**src/rtl/i2c_sys_pkg.sv**
```systemverilog
//------------------------------------------------------------------------------
// i2c_sys_pkg: shared arbiter state encoding, requester ids, core register map
// Rev 1.0
//------------------------------------------------------------------------------
`default_nettype none

package i2c_sys_pkg;

  typedef enum logic [1:0] {
    ARB_IDLE   = 2'd0,
    ARB_GRANT0 = 2'd1,
    ARB_GRANT1 = 2'd2
  } arb_state_t;

  localparam logic REQ0 = 1'b0;
  localparam logic REQ1 = 1'b1;

  // Wishbone register map of the I2C master core (RXR/TXR and SR/CR share slots)
  localparam logic [2:0] PRER_LO = 3'h0;
  localparam logic [2:0] PRER_HI = 3'h1;
  localparam logic [2:0] CTR     = 3'h2;
  localparam logic [2:0] TXR     = 3'h3;
  localparam logic [2:0] RXR     = 3'h3;
  localparam logic [2:0] CR      = 3'h4;
  localparam logic [2:0] SR      = 3'h4;

endpackage

`default_nettype wire

```
**src/rtl/i2c_arb_wdog.sv**
```systemverilog
//------------------------------------------------------------------------------
// i2c_arb_wdog: grant-hold watchdog with one-cycle timeout pulse and blocked flags
// Rev 1.0
//------------------------------------------------------------------------------
`default_nettype none

module i2c_arb_wdog
  import i2c_sys_pkg::*;
#(
  parameter int TIMEOUT_CYC = 4096,
  parameter int TW          = 12
) (
  input  logic clk,
  input  logic rst,
  input  logic grant0,
  input  logic grant1,
  input  logic req0,
  input  logic req1,
  output logic expire0,
  output logic expire1,
  output logic timeout,
  output logic blocked0,
  output logic blocked1
);

  localparam logic [TW-1:0] c_LAST = TW'(TIMEOUT_CYC - 1);

  logic [TW-1:0] r_cnt;
  logic          r_timeout;
  logic          r_blocked0;
  logic          r_blocked1;

  // Every grant is preceded by an IDLE cycle, so clearing in IDLE clears on entry
  always_ff @(posedge clk or posedge rst) begin
    if (rst) begin
      r_cnt <= '0;
    end else if (grant0 || grant1) begin
      r_cnt <= r_cnt + 1'b1;
    end else begin
      r_cnt <= '0;
    end
  end

  assign expire0 = grant0 && (r_cnt == c_LAST);
  assign expire1 = grant1 && (r_cnt == c_LAST);

  always_ff @(posedge clk or posedge rst) begin
    if (rst) begin
      r_timeout  <= 1'b0;
      r_blocked0 <= 1'b0;
      r_blocked1 <= 1'b0;
    end else begin
      r_timeout <= expire0 || expire1;
      if (expire0)    r_blocked0 <= 1'b1;
      else if (!req0) r_blocked0 <= 1'b0;
      if (expire1)    r_blocked1 <= 1'b1;
      else if (!req1) r_blocked1 <= 1'b0;
    end
  end

  assign timeout  = r_timeout;
  assign blocked0 = r_blocked0;
  assign blocked1 = r_blocked1;

endmodule

`default_nettype wire

```
**src/rtl/i2c_wb_arbiter.sv**
```systemverilog
//------------------------------------------------------------------------------
// i2c_wb_arbiter: session-locked round-robin arbiter for the I2C core WB port
// Optional watchdog: define I2C_ARB_TIMEOUT_EN.  Rev 1.0
//------------------------------------------------------------------------------
`default_nettype none

module i2c_wb_arbiter
  import i2c_sys_pkg::*;
#(
  parameter int TIMEOUT_CYC = 4096,
  parameter int TW          = 12
) (
  input  logic       clk,
  input  logic       rst,
  input  logic       req0,
  input  logic       req1,
  output logic       gnt0,
  output logic       gnt1,
  input  logic [2:0] m0_addr,
  input  logic [7:0] m0_wr_data,
  input  logic       m0_we,
  input  logic       m0_stb,
  input  logic       m0_cyc,
  output logic [7:0] m0_rd_data,
  output logic       m0_ack,
  output logic       m0_inta,
  input  logic [2:0] m1_addr,
  input  logic [7:0] m1_wr_data,
  input  logic       m1_we,
  input  logic       m1_stb,
  input  logic       m1_cyc,
  output logic [7:0] m1_rd_data,
  output logic       m1_ack,
  output logic       m1_inta,
  output logic [2:0] s_addr,
  output logic [7:0] s_wr_data,
  output logic       s_we,
  output logic       s_stb,
  output logic       s_cyc,
  input  logic [7:0] s_rd_data,
  input  logic       s_ack,
  input  logic       s_inta,
  output logic       busy,
  output logic       timeout
);

  arb_state_t r_state;
  arb_state_t w_state_nxt;
  logic       r_last;
  logic       w_last_nxt;
  logic       w_elig0;
  logic       w_elig1;
  logic       w_expire0;
  logic       w_expire1;

`ifdef I2C_ARB_TIMEOUT_EN
  logic w_blocked0;
  logic w_blocked1;

  i2c_arb_wdog #(
    .TIMEOUT_CYC(TIMEOUT_CYC),
    .TW         (TW)
  ) u_wdog (
    .clk     (clk),
    .rst     (rst),
    .grant0  (gnt0),
    .grant1  (gnt1),
    .req0    (req0),
    .req1    (req1),
    .expire0 (w_expire0),
    .expire1 (w_expire1),
    .timeout (timeout),
    .blocked0(w_blocked0),
    .blocked1(w_blocked1)
  );

  assign w_elig0 = req0 && !w_blocked0;
  assign w_elig1 = req1 && !w_blocked1;
`else
  logic [31:0] w_unused_cfg;

  assign w_unused_cfg = 32'(TIMEOUT_CYC) ^ 32'(TW);
  assign w_elig0      = req0;
  assign w_elig1      = req1;
  assign w_expire0    = 1'b0;
  assign w_expire1    = 1'b0;
  assign timeout      = 1'b0;
`endif

  always_ff @(posedge clk or posedge rst) begin
    if (rst) begin
      r_state <= ARB_IDLE;
      r_last  <= REQ1;
    end else begin
      r_state <= w_state_nxt;
      r_last  <= w_last_nxt;
    end
  end

  always_comb begin
    w_state_nxt = r_state;
    w_last_nxt  = r_last;
    s_addr      = 3'd0;
    s_wr_data   = 8'd0;
    s_we        = 1'b0;
    s_stb       = 1'b0;
    s_cyc       = 1'b0;
    m0_rd_data  = 8'd0;
    m0_ack      = 1'b0;
    m0_inta     = 1'b0;
    m1_rd_data  = 8'd0;
    m1_ack      = 1'b0;
    m1_inta     = 1'b0;
    case (r_state)
      ARB_IDLE: begin
        if (w_elig0 && w_elig1) begin
          w_state_nxt = (r_last == REQ1) ? ARB_GRANT0 : ARB_GRANT1;
        end else if (w_elig0) begin
          w_state_nxt = ARB_GRANT0;
        end else if (w_elig1) begin
          w_state_nxt = ARB_GRANT1;
        end
      end
      ARB_GRANT0: begin
        s_addr     = m0_addr;
        s_wr_data  = m0_wr_data;
        s_we       = m0_we;
        s_stb      = m0_stb;
        s_cyc      = m0_cyc;
        m0_rd_data = s_rd_data;
        m0_ack     = s_ack;
        m0_inta    = s_inta;
        // An open bus cycle holds the grant; only the watchdog may cut it
        if (w_expire0 || (!req0 && !m0_cyc)) begin
          w_state_nxt = ARB_IDLE;
          w_last_nxt  = REQ0;
        end
      end
      ARB_GRANT1: begin
        s_addr     = m1_addr;
        s_wr_data  = m1_wr_data;
        s_we       = m1_we;
        s_stb      = m1_stb;
        s_cyc      = m1_cyc;
        m1_rd_data = s_rd_data;
        m1_ack     = s_ack;
        m1_inta    = s_inta;
        if (w_expire1 || (!req1 && !m1_cyc)) begin
          w_state_nxt = ARB_IDLE;
          w_last_nxt  = REQ1;
        end
      end
      default: w_state_nxt = ARB_IDLE;
    endcase
  end

  assign gnt0 = (r_state == ARB_GRANT0);
  assign gnt1 = (r_state == ARB_GRANT1);
  assign busy = gnt0 || gnt1;

endmodule

`default_nettype wire

```
**config.mk**
```make
export PLATFORM = sky130hd
export DESIGN_NAME = i2c_wb_arbiter
export DESIGN_NICKNAME = d
export VERILOG_FILES = /design/src/rtl/i2c_sys_pkg.sv /design/src/rtl/i2c_arb_wdog.sv /design/src/rtl/i2c_wb_arbiter.sv
export SDC_FILE = /design/constraint.sdc
export NUM_CORES = 1
export LEC_CHECK = 0
export ABC_AREA = 1
export CORE_AREA = 5 5 42 44
export CTS_CLUSTER_SIZE = 28
export DETAILED_ROUTE_END_ITERATION = 10
export DIE_AREA = 0 0 47 49
export DONT_BUFFER_PORTS = 1
export GPL_TIMING_DRIVEN = 0
export SLEW_MARGIN = 20
export SYNTH_ARGS = -nofsm -noshare
export SYNTH_HDL_FRONTEND = slang
export SYNTH_SLANG_ARGS = --single-unit
```
**constraint.sdc**
```tcl
create_clock -name clk -period 1.73 [get_ports clk]
set_input_delay 0.0865 -clock clk [delete_from_list [all_inputs] [get_ports clk]]
set_output_delay 0.0865 -clock clk [all_outputs]
set_load 0.03 [all_outputs]
```
==> run summary <==
H-tree Lvls -> 1
Die area -> 0.00230 mm²
Mapped cell area -> 647 µm²
Diodes inserted -> 0
HP Class -> in2reg
Antenna-violating nets left -> 0
Leak Pwr -> 0.484 nW
Min-Delay Endpoint -> r_state[1]
CP cell instances -> inv_2 > ha_4 > clkinvlp_4 > buf_12 > a21oi_2
Synthesized flop and latch total -> 3
Iteration-0 DRC count of the detailed router -> 3
Hold depth -> 3
Period utilization -> 0.993
Clock Sinks -> 3
Initial core utilization -> 0.462
Row Count -> 14
Die Span X -> 47 µm
Die Y -> 49 µm
Yosys cell types -> 14
Number of cells on the worst reg-to-reg path -> 7
Vias -> 767
Worst-Skew Late Latency -> 0.23 ns
Reg2Reg Launch Point -> r_state[0]
Final WL -> 2.00 mm
CTS tree -> done
Share of layout cells above drive strength 1 -> 0.275
Crit path DAT -> 1.63 ns
Routed WL per cell -> 13.0 µm
Synth warn -> 0
Min-Delay Startpoint -> req0
GRT Overall Usage -> 0.163
R2R Path End -> r_state[1]
Area after DPL -> 667 µm²
Peak VDD IR -> 1.48 mV
RSZ-0062 raised after global routing -> yes
MaxCap Viol Count -> 0
DRC -> 0
Remaining Overflow, GRT -> 0
Final instance area -> 918 µm²
Reg-to-reg slack, setup -> 0.33 ns
Largest net degree at the start of global routing -> 11
Vias per cell -> 4.98
Ports -> 80
Fin cells -> 154
Startpoint Class -> flop
CP max stage delay -> 0.38 ns
CP Max Fanout -> 4
Setup CP Type -> reg2out
Clock skew -> 0.00375 ns
DRT Pass-1 Iters -> 4
Crit path time final -> 1.72 ns
Final Max Slew Viols -> 0
Commonest non-fill, non-tap cell in the layout -> nand2_1
Critical path required time -> 1.64 ns
Initial antenna violation count -> 0
Crit. End Element -> output port
Syn nets -> 176
Final net count -> 185
Placed Instances -> 146
Post-synthesis sequential area ratio -> 0.118
Vias in the first global route -> 751
CP max stage cell -> dfrtp_1
CTS Buf Count -> 3
Final setup fails -> 0
Commonest cells after routing, fill and taps aside -> nand2_1, inv_1, a21oi_4
PwrDens -> 2030 mW/mm²
P&R area growth vs syn -> 42.0%
Peak Freq -> 582 MHz
Cell count after synthesis -> 130
Final Wtd Congestion -> 0.779
Dpl hpwl -> 1.55 mm
Hold Violations, Final -> 0
Clock Path Buffers -> 2
First-pass GRT wire length -> 2.97 mm
Status -> finished clean
CTS root buf -> clkbuf_4
IO Port Bufs -> 0
Std-Cell Core Area -> 0.00140 mm²
Mapped Avg Cell Area -> 4.98 µm²
Worst-path clk slew -> 0.03 ns
## power by group
group,switching [mW],internal (mW)
Combinational,1.12,0.495
Sequential,0.0195,0.107
Clock,0.0345,0.0863
## synthesized netlist by cell type (all sizes together)
cell type  number  area [µm²]
dfrtp           2        50.1
nand3           4        20.0
nand2          58         218
buf             7        56.3
ha              4        50.1
dfstp           1        26.3
nor2            7        26.3
nand4           1        6.26
inv            28         105
o21ai           2        10.0
conb            1        3.75
a21oi          15        75.1
## worst max-delay path: cells and delay by family, from the launching register on
kind                       cells  cell delay, ns
DFF                            1            0.38
buffers and inverters          3            0.38
adders and majority gates      1            0.34
AOI/OAI and AO/OA              1            0.31
## sequential cells by signal, summed over array words and instances, names as in the netlist
register	count
r_state	2
r_last	1
## stage by stage
step                TNS [ns]  power [mW]  utilization  worst slack, ns  hold slack (ns)
CTS                  -0.0121        1.87        0.655         -0.00518           0.0526
global placement       -1.77        1.26        0.476           -0.192           -0.155
finish                     0        1.87        0.655           0.0117           0.0590
detailed placement     -1.88        1.28        0.476           -0.202           -0.152
floorplan             -0.299        1.15            -          -0.0299           -0.161
global route          -0.372        2.00        0.655          -0.0490           0.0673
## cell type report
type	count	area [µm²]
multi-input combinational	92	574
tap	16	20.0
clock buffer	4	26.3
timing repair buffer	4	45.0
fill	132	483
buffer	7	66.3
inverter	28	109
sequential	3	77.6
## per-layer routing
metal | global-route usage | part of all wire | routed length, µm | vias to the layer above
li1 | - | - | - | 394
met1 | 0.163 | 0.34 | 686 | 330
met2 | 0.326 | 0.54 | 1070 | 43
met3 | 0.0295 | 0.12 | 242 | 0
met4 | 0.0276 | 0 | 0 | 0
met5 | 0 | 0 | 0 | -
## kinds of logic after synthesis
kind of cell / after synthesis / synth area share
compound gates: 17 / 0.132
buf+inv: 35 / 0.250
flops: 3 / 0.118
other cells: 1 / 0.00580
simple gates: 70 / 0.418
fa+ha+maj: 4 / 0.0774
## how the worst max path moves through the flow
stage	startpoint	endpoint	slack, ns
6_report	r_state[0]	s_wr_data[3]	0.01
5_1_grt	r_state[0]	s_wr_data[4]	-0.05
4_1_cts	r_state[0]	s_wr_data[4]	-0.005
3_5_place_dp	r_state[1]	s_cyc	-0.20
3_3_place_gp	r_state[1]	s_cyc	-0.19
2_1_floorplan	r_state[1]	s_addr[0]	-0.03
## repair_timing
item                                    4_1_cts  5_1_grt
gates resized for setup                      36        4
hold buffers                                  1        0
endpoints found under the hold margin         3        0
pin swaps                                     4        9
endpoints found under the setup margin       24       24
setup buffers                                 3        0
No activity file was read; power rests on OpenSTA's default activity.
